### config.mk
export PLATFORM = sky130hd
export DESIGN_NAME = fifo_burst_reader_flat
export DESIGN_NICKNAME = d
export VERILOG_FILES = /design/src/rtl/fifo_burst_reader_if.sv /design/src/rtl/fifo_burst_reader.sv /design/src/flat_wrapper.sv
export SDC_FILE = /design/constraint.sdc
export NUM_CORES = 1
export LEC_CHECK = 0
export ABC_AREA = 1
export CAP_MARGIN = 15
export CORE_ASPECT_RATIO = 1.25
export CORE_MARGIN = 3
export CORE_UTILIZATION = 35
export CTS_BUF_LIST = sky130_fd_sc_hd__clkbuf_2
export DETAILED_ROUTE_END_ITERATION = 8
export GPL_TIMING_DRIVEN = 0
export SYNTH_ARGS = -nofsm -noshare
export SYNTH_HDL_FRONTEND = slang
export SYNTH_SLANG_ARGS = --single-unit
### constraint.sdc
create_clock -name clk -period 3 [get_ports clk]
set_input_delay 0.9 -clock clk [delete_from_list [all_inputs] [get_ports clk]]
set_output_delay 0.9 -clock clk [all_outputs]
set_load 0.02 [all_outputs]
### src/rtl/fifo_burst_reader_if.sv
`default_nettype none
// ---------------------------------------------------------------------------
// fifo_burst_reader_if : command, FIFO-read and output-stream signals
// Rev 1.0 - initial release
// ---------------------------------------------------------------------------
interface fifo_burst_reader_if #(
  parameter int SIZE  = 16,
  parameter int CNT_W = 8
);
  logic             start;
  logic [CNT_W-1:0] count;
  logic             busy;
  logic             done;
  logic             fifo_empty;
  logic [SIZE-1:0]  fifo_data;
  logic             fifo_read_update;
  logic             out_valid;
  logic             out_ready;
  logic [SIZE-1:0]  out_data;
  logic             out_last;

  modport master (
    input  start, count, fifo_empty, fifo_data, out_ready,
    output busy, done, fifo_read_update, out_valid, out_data, out_last
  );

  modport slave (
    output start, count, fifo_empty, fifo_data, out_ready,
    input  busy, done, fifo_read_update, out_valid, out_data, out_last
  );
endinterface
`default_nettype wire

### src/rtl/fifo_burst_reader.sv
`default_nettype none
// ---------------------------------------------------------------------------
// fifo_burst_reader : pops a commanded burst from a FWFT FIFO into a
//                     valid/ready stream through a 2-entry skid buffer
// Rev 1.0 - initial release
// ---------------------------------------------------------------------------
module fifo_burst_reader #(
  parameter int SIZE  = 16,
  parameter int CNT_W = 8
) (
  input  wire logic           clk,
  input  wire logic           reset,
  fifo_burst_reader_if.master bus
);

  localparam logic [CNT_W-1:0] c_one = CNT_W'(1);

  typedef enum logic [1:0] {
    S_IDLE   = 2'd0,
    S_STREAM = 2'd1,
    S_DRAIN  = 2'd2,
    S_DONE   = 2'd3
  } state_t;

  state_t           r_state;
  state_t           w_state_nxt;
  logic [CNT_W-1:0] r_remaining;
  logic [CNT_W-1:0] r_sent;
  logic [1:0]       r_occ;
  logic [SIZE-1:0]  r_skid0;
  logic [SIZE-1:0]  r_skid1;
  logic             w_pop;
  logic             w_hs;
  logic             w_busy;
  logic             w_done;

  // Pop decision uses only registered state and fifo_empty, never out_ready
  assign w_pop = (r_state == S_STREAM) && (r_remaining != '0) &&
                 !bus.fifo_empty && !r_occ[1];
  assign w_hs  = (r_occ != 2'd0) && bus.out_ready;

  always_comb begin
    w_state_nxt = r_state;
    w_busy      = 1'b1;
    w_done      = 1'b0;
    case (r_state)
      S_IDLE: begin
        w_busy = 1'b0;
        if (bus.start) begin
          w_state_nxt = (bus.count == '0) ? S_DONE : S_STREAM;
        end
      end
      S_STREAM: begin
        if (w_pop && (r_remaining == c_one)) begin
          w_state_nxt = S_DRAIN;
        end
      end
      S_DRAIN: begin
        if (r_sent == '0) begin
          w_state_nxt = S_DONE;
        end
      end
      S_DONE: begin
        w_done      = 1'b1;
        w_state_nxt = S_IDLE;
      end
      default: w_state_nxt = S_IDLE;
    endcase
  end

  always_ff @(posedge clk) begin
    if (!reset) begin
      r_state     <= S_IDLE;
      r_remaining <= '0;
      r_sent      <= '0;
      r_occ       <= 2'd0;
      r_skid0     <= '0;
      r_skid1     <= '0;
    end else begin
      r_state <= w_state_nxt;

      if ((r_state == S_IDLE) && bus.start) begin
        r_remaining <= bus.count;
        r_sent      <= bus.count;
      end else begin
        if (w_pop) r_remaining <= r_remaining - c_one;
        if (w_hs)  r_sent      <= r_sent - c_one;
      end

      // r_skid0 is always the oldest entry
      case ({w_pop, w_hs})
        2'b10: begin
          if (r_occ == 2'd0) r_skid0 <= bus.fifo_data;
          else               r_skid1 <= bus.fifo_data;
          r_occ <= r_occ + 2'd1;
        end
        2'b01: begin
          r_skid0 <= r_skid1;
          r_occ   <= r_occ - 2'd1;
        end
        2'b11: begin
          if (r_occ == 2'd1) begin
            r_skid0 <= bus.fifo_data;
          end else begin
            r_skid0 <= r_skid1;
            r_skid1 <= bus.fifo_data;
          end
        end
        default: ;
      endcase
    end
  end

  assign bus.busy             = w_busy;
  assign bus.done             = w_done;
  assign bus.fifo_read_update = w_pop;
  assign bus.out_valid        = (r_occ != 2'd0);
  assign bus.out_data         = r_skid0;
  assign bus.out_last         = (r_occ != 2'd0) && (r_sent == c_one);

endmodule
`default_nettype wire
### src/flat_wrapper.sv
// flat-port wrapper written by rule: the top's interface ports become plain ports
module fifo_burst_reader_flat 
#(
  parameter int SIZE  = 16,
  parameter int CNT_W = 8
)
  (clk, reset, bus_start, bus_count, bus_fifo_empty, bus_fifo_data, bus_out_ready, bus_busy, bus_done, bus_fifo_read_update, bus_out_valid, bus_out_data, bus_out_last);
  fifo_burst_reader_if #(.SIZE(SIZE), .CNT_W(CNT_W)) bus_i ();
  input  wire logic clk;
  input  wire logic reset;
  input wire logic [$bits(bus_i.start)-1:0] bus_start;
  input wire logic [$bits(bus_i.count)-1:0] bus_count;
  input wire logic [$bits(bus_i.fifo_empty)-1:0] bus_fifo_empty;
  input wire logic [$bits(bus_i.fifo_data)-1:0] bus_fifo_data;
  input wire logic [$bits(bus_i.out_ready)-1:0] bus_out_ready;
  output wire logic [$bits(bus_i.busy)-1:0] bus_busy;
  output wire logic [$bits(bus_i.done)-1:0] bus_done;
  output wire logic [$bits(bus_i.fifo_read_update)-1:0] bus_fifo_read_update;
  output wire logic [$bits(bus_i.out_valid)-1:0] bus_out_valid;
  output wire logic [$bits(bus_i.out_data)-1:0] bus_out_data;
  output wire logic [$bits(bus_i.out_last)-1:0] bus_out_last;
  assign bus_i.start = bus_start;
  assign bus_i.count = bus_count;
  assign bus_i.fifo_empty = bus_fifo_empty;
  assign bus_i.fifo_data = bus_fifo_data;
  assign bus_i.out_ready = bus_out_ready;
  assign bus_busy = bus_i.busy;
  assign bus_done = bus_i.done;
  assign bus_fifo_read_update = bus_i.fifo_read_update;
  assign bus_out_valid = bus_i.out_valid;
  assign bus_out_data = bus_i.out_data;
  assign bus_out_last = bus_i.out_last;
  fifo_burst_reader #(.SIZE(SIZE), .CNT_W(CNT_W)) u_core (.clk(clk), .reset(reset), .bus(bus_i));
endmodule
==> flow_summary.toml, run 1 <==
[synth]
netlist_top_cells_area = "dfxtp_1, nand2_1, nor2_1"
synthTopCellsByCount = "nand2_1, nor2_1, inv_1, dfxtp_1, o21ai_0"
async_flop_share_pct = 0
synth.net_count = 479
synth_edf_count = 0
ys_ff_latch = 52
syn_inst = 434
synth.most_common_cell = "nand2_1"
yosysSeqAreaShare_pct = 35.0
yosysUniqueCellTypes = 31
yosysTopAreaCell = "dfxtp_1"
ys.flop_type = "dfxtp_1"
synthDominantCellAreaShare_pct = 35.0
synth_area_sq_um = 2980
ys_warn_count = 0
avgSynthCellArea_sq_um = 6.86

[timing]
finalCriticalPeriod_ns = 2.92
clock.fmax_mhz = 343
finalHoldViolCount = 0
holdWs_ns = 0.488
rsz0062_at_grt = "no"
tightest_slew_ns = 0.563
clock-skew-final_ns = 0.0332
tns_ns = 0
setup_viol = 0
fin_crit_sh_pct = 97.3
fin_ws_ns = 0.0816
slew_violations = 0
max_slew_margin_pct = 62.4

[layout]
fill_cells = 882
syn2layout_area_growth_pct = 22.6
final_util_pct = 44.3
drive_above_1_share_pct = 6.72
layout.nets = 535
diodes = 0

[setup_path]
cp.arrival_ns = 2.02
critPathTopFamily = "buffers and inverters"
critPathMaxFanout = 6
crit_buf_inv = 2
end_kind = "output port"
critPathMaxStageDelay_ns = 0.42
cp_data_required_time_ns = 2.10
path_class = "input port to output port"
cp-start-kind = "input port"
cp_cell_sequence = "clkdlybuf4s50_1 -> nor2_1 -> nand2_1 -> nor2_4 -> buf_2"
cp_slowest_cell = "clkdlybuf4s50_1"

[global_routing]
grt_usage_pct = 16.7
grt_pass1_wl_microns = 12800
antenna_found_initial = 0
first_global_vias = 2849
grt_overflow = 0
grt_max_degree = 17

[detailed_routing]
avgViaCountPerCell = 4.93
routed_wl_microns = 7610
avgRoutedWirePerCell_microns = 12.9
drt_iter0_drc = 101
dr.pass1.iters = 4
num_vias = 2896
post-route-drc-count = 0
antenna_left = 0

[status]
status = "finished, final reports clean"

[floorplanning]
die-area_sq_um = 9650
die_h_microns = 109
die_x_microns = 88.5
rows = 37
ios = 50
core_sq_um = 8240
start_util_pct = 36.1

[pwr]
max-vdd-ir-drop_v = 0.000431
cellLeakagePower_nw = 1.71
pwr_density_cell_nw_per_um2 = 978
power_w = 0.00357

[placed_design]
gp_congestion = 0.939
port_buffers = 49
dpl.hpwl_microns = 5720
dpl_worst_slack_ns = -0.402

[clocking]
clockBufferDepth = 2
cts_tree = "done"
cts_buffers = 5
clk_latency_ns = 0.45
htree_levels = 2
clk_pin_slew_ns = 0.24
clkSinkCount = 52
cts_hold_buffers = 0
clock_tree.root_cell = "clkbuf_2"

[flow_run]
cap_violations = 0

[worst_hold_path]
holdCritPathClass = "flop to flop"
report_power, final:
group	leakage (nW)	internal (W)	switching [W]
clock	0.0390	0.000139	0.000237
sequential	0.426	0.000934	0.000155
combinational	1.24	0.000837	0.00127
total	1.71	0.00191	0.00166
metrics by stage:
step / instance area [sq um] / cells
after floorplan: 2980 / 434
after global placement: 3590 / 580
after detailed placement: 3590 / 580
after CTS: 3650 / 588
after global routing: 3650 / 588
final: 3650 / 588
cell families (layout without fill, tap and decap cells):
family	after synthesis	after routing	share of synthesized area (%)
compound gates	76	76	13.8
xor+xnor	7	7	2.06
fa+ha+maj	16	16	6.73
buf+inv	74	131	10.4
flops	52	52	35.0
simple gates	209	209	32.0
worst reg2reg max path, stage by stage, from the launching register on:
cell and delay [ns]:
dfxtp_1 0.43, inv_1 0.08, ha_1 0.26, inv_2 0.11
nand2_2 0.10, inv_2 0.17, buf_2 0.28, ha_1 0.25
inv_1 0.07, o21bai_2 0.26, buf_2 0.29, nand3_1 0.09
o21ai_0 0.08, nor2_1 0.07, nor2_1 0.09
cells in the final DEF (no fill, tap or decap), types with 2 or more instances in the layout:
master | synthesis | layout
clkbuf_2 | 0 | 5
o21ai_0 | 36 | 36
clkbuf_1 | 10 | 10
nand2_2 | 4 | 4
xor2_1 | 4 | 4
dfxtp_1 | 52 | 52
ha_1 | 16 | 16
nand2_1 | 75 | 75
nand2_4 | 3 | 3
nor2_4 | 2 | 2
clkdlybuf4s50_1 | 0 | 47
nor2_1 | 69 | 69
nand3_1 | 35 | 35
inv_2 | 3 | 3
a21oi_1 | 29 | 29
nand3b_1 | 18 | 18
inv_1 | 53 | 53
nor2_2 | 2 | 2
o21ai_1 | 3 | 3
xnor2_1 | 3 | 3
buf_2 | 4 | 5
a31oi_1 | 2 | 2
metal layers:
layer / wire [microns] / up-vias / global-route usage, %
met4: 95 / 0 / 4.64
met1: 3500 / 1330 / 20.5
met5: 0 / - / 0
li1: - / 1492 / -
met2: 3790 / 63 / 29.7
met3: 227 / 11 / 2.65
final timing paths:
path	from	endpoint	slack [ns]	depth (start not counted)
min	u_core.r_sent[1]$_SDFFE_PN0P_	u_core.r_sent[1]$_SDFFE_PN0P_	0.49	2
max reg2reg	u_core.r_occ[1]$_SDFFE_PN0P_	u_core.bus.out_data[5]$_SDFFE_PN0P_	0.32	14
min reg2reg	u_core.r_sent[1]$_SDFFE_PN0P_	u_core.r_sent[1]$_SDFFE_PN0P_	0.49	2
max	bus_fifo_empty	bus_fifo_read_update	0.08	5
state kept, by name (all words and copies together), names as in the netlist:
name and flops:
u_core.bus.out_data 16, u_core.r_skid1 16, u_core.r_remaining 8, u_core.r_sent 8, u_core.r_occ 2, u_core.r_state 2
repair_timing:
action                                 4_1_cts  5_1_grt
setup buffers                                0        0
resized for setup                            5        0
setup endpoints to repair                    2        0
endpoints found under the hold margin        0        0
layout make-up:
type / instances / area, sq um / share of cell area (%)
Multi-Input combinational cell: 308 / 1620 / 44.5
Buffer: 17 / 91.3 / 2.50
Sequential cell: 52 / 1040 / 28.5
Timing Repair Buffer: 49 / 484 / 13.3
Clock inverter: 3 / 42.5 / 1.17
Tap cell: 97 / 121 / 3.33
Clock buffer: 5 / 25.0 / 0.686
Inverter: 57 / 219 / 6.00
Note: power is estimated with default switching activity, not from simulation.
==> run 2: changes to the inputs <==
--- a/config.mk
+++ b/config.mk
@@ -6,9 +6,7 @@
 export NUM_CORES = 1
 export LEC_CHECK = 0
 export ABC_AREA = 1
-export CAP_MARGIN = 15
 export CORE_ASPECT_RATIO = 1.25
-export CORE_MARGIN = 3
 export CORE_UTILIZATION = 35
 export CTS_BUF_LIST = sky130_fd_sc_hd__clkbuf_2
 export DETAILED_ROUTE_END_ITERATION = 8
==> run 2 against run 1 <==
The flow now finishes with violations (DRC); worst hold slack got worse by 0.0064 ns; final area rose by 0.31%; via count down 0.69%; non-clock buffer count up 1; critical path type unchanged; highest routed layer unchanged.
==> flow_summary.toml, run 2 (synthesized netlist as in run 1, its figures left out) <==
[pwr]
p_sw_w = 0.00166
max-vdd-ir-drop_v = 0.000413
combPwrFrac_pct = 59.4
pwr_density_cell_nw_per_um2 = 980
pwr-share-seq_pct = 30.4
cellLeakagePower_nw = 1.72
switching_share_pct = 46.4
clkPwrFrac_pct = 10.2
power_w = 0.00359
intPower_w = 0.00192

[floorplanning]
start_util_pct = 36.1
ios = 50
die_h_microns = 105
die-area_sq_um = 8880
rows = 37
die_x_microns = 84.5
core_sq_um = 8240

[layout]
multiInputGateArea_sq_um = 1620
fill_cells = 880
final_cell_mix = "nand2_1, nor2_1, inv_1"
drive_above_1_share_pct = 6.91
diodes = 0
fin_area_sq_um = 3660
final_common_cell = "nand2_1"
final_util_pct = 44.4
layout.nets = 536
seq_area_sq_um = 1040
syn2layout_area_growth_pct = 23.0

[detailed_routing]
drt_iter0_drc = 167
routed_wl_microns = 7750
post-route-drc-count = 3
avgRoutedWirePerCell_microns = 13.2
antenna_left = 0
dr.pass1.iters = 6
num_vias = 2876
avgViaCountPerCell = 4.88

[clocking]
cts_buffers = 5
clk_latency_ns = 0.42
clk_pin_slew_ns = 0.27
clkSinkCount = 52
clockBufferDepth = 2
cts_hold_buffers = 0
cts_tree = "done"
clock_tree.root_cell = "clkbuf_2"
htree_levels = 2

[placed_design]
placed_cell_area_sq_um = 3590
dpl.hpwl_microns = 5700
gp_congestion = 0.823
port_buffers = 49

[timing]
rsz0062_at_grt = "no"
finalHoldViolCount = 0
clock-skew-final_ns = 0.0245
finalCriticalPeriod_ns = 2.89
tightest_slew_ns = 0.609
holdWs_ns = 0.481
slew_violations = 0
setup_viol = 0
max_slew_margin_pct = 59.4
clock.fmax_mhz = 346
fin_crit_sh_pct = 96.5

[setup_path]
path_class = "input port to output port"
end_kind = "output port"
cp-start-kind = "input port"
r2r_setup_slack_ns = 0.29
cp_data_required_time_ns = 2.10
critPathMaxFanout = 2
cp.arrival_ns = 1.99

[worst_hold_path]
holdCritPathClass = "flop to flop"

[global_routing]
grt_usage_pct = 17.9
grt_overflow = 0
grt_pass1_wl_microns = 12800
grt_max_degree = 16
first_global_vias = 2759
antenna_found_initial = 0

[status]
status = "finished with violations"
violations = "DRC"

[flow_run]
cap_violations = 0
==> run 2: cell count changes in the layout (fill, tap and decap cells not counted) <==
cell / previous run / this run
buf_4: 1 / 2
clkinvlp_4: 1 / 0
buf_2: 5 / 4
clkdlybuf4s15_2: 0 / 1
clkbuf_2: 5 / 6
==> run 2: metrics by stage <==
step                cells  worst slack (ns)  TNS, ns
floorplan             434             0.608        0
global placement      580            -0.422    -3.64
detailed placement    580            -0.424    -4.44
CTS                   589             0.101        0
global route          589            0.0343        0
finish                589             0.106        0
==> run 2: final timing paths <==
check	start	end	cells after the start
hold / removal	u_core.r_remaining[1]$_SDFFE_PN0P_	u_core.r_remaining[1]$_SDFFE_PN0P_	2
setup / recovery	bus_fifo_empty	bus_fifo_read_update	5
setup reg to reg	u_core.r_occ[1]$_SDFFE_PN0P_	u_core.bus.out_data[6]$_SDFFE_PN0P_	14
hold reg to reg	u_core.r_remaining[1]$_SDFFE_PN0P_	u_core.r_remaining[1]$_SDFFE_PN0P_	2
==> run 2: critical path, stage by stage <==
cell and delay, ns:
clkdlybuf4s50_1 0.42, nor2_1 0.14, nand2_1 0.12, nor2_4 0.13, clkdlybuf4s15_2 0.27
==> run 2: layout make-up <==
type | count | area share [%]
Clock inverter | 2 | 0.957
Clock buffer | 6 | 0.821
Multi-Input combinational cell | 308 | 44.4
Inverter | 57 | 5.98
Buffer | 17 | 2.50
Timing Repair Buffer | 50 | 13.6
Sequential cell | 52 | 28.4
Tap cell | 97 | 3.32
==> run 2: power groups by stage <==
stage	logic [W]	clock network, W	registers, W
2_1_floorplan	0.00142	0	0.00118
3_3_place_gp	0.00210	0	0.00109
3_5_place_dp	0.00213	0	0.00110
4_1_cts	0.00214	0.000382	0.00109
5_1_grt	0.00238	0.000408	0.00112
6_report	0.00213	0.000367	0.00109
==> run 2: layer usage <==
metal / share of wire (%) / global-route usage (%) / up-vias
met1: 47 / 21.8 / 1329
met3: 2.8 / 2.29 / 4
li1: - / - / 1493
met2: 50 / 33.5 / 50
met4: 0.76 / 3.51 / 0
met5: 0 / 0 / -
==> run 2: timing repair <==
action,CTS,global route
buffers inserted,1,0
endpoints found under the setup margin,2,0
resized for setup,4,0
==> run 3: changes to the inputs <==
--- a/config.mk
+++ b/config.mk
@@ -11,6 +11,7 @@
 export CTS_BUF_LIST = sky130_fd_sc_hd__clkbuf_2
 export DETAILED_ROUTE_END_ITERATION = 8
 export GPL_TIMING_DRIVEN = 0
+export SLEW_MARGIN = 10
 export SYNTH_ARGS = -nofsm -noshare
 export SYNTH_HDL_FRONTEND = slang
 export SYNTH_SLANG_ARGS = --single-unit
==> results of run 3 <==
Same layout as run 2: the final DEF is identical, and so are final timing and power.
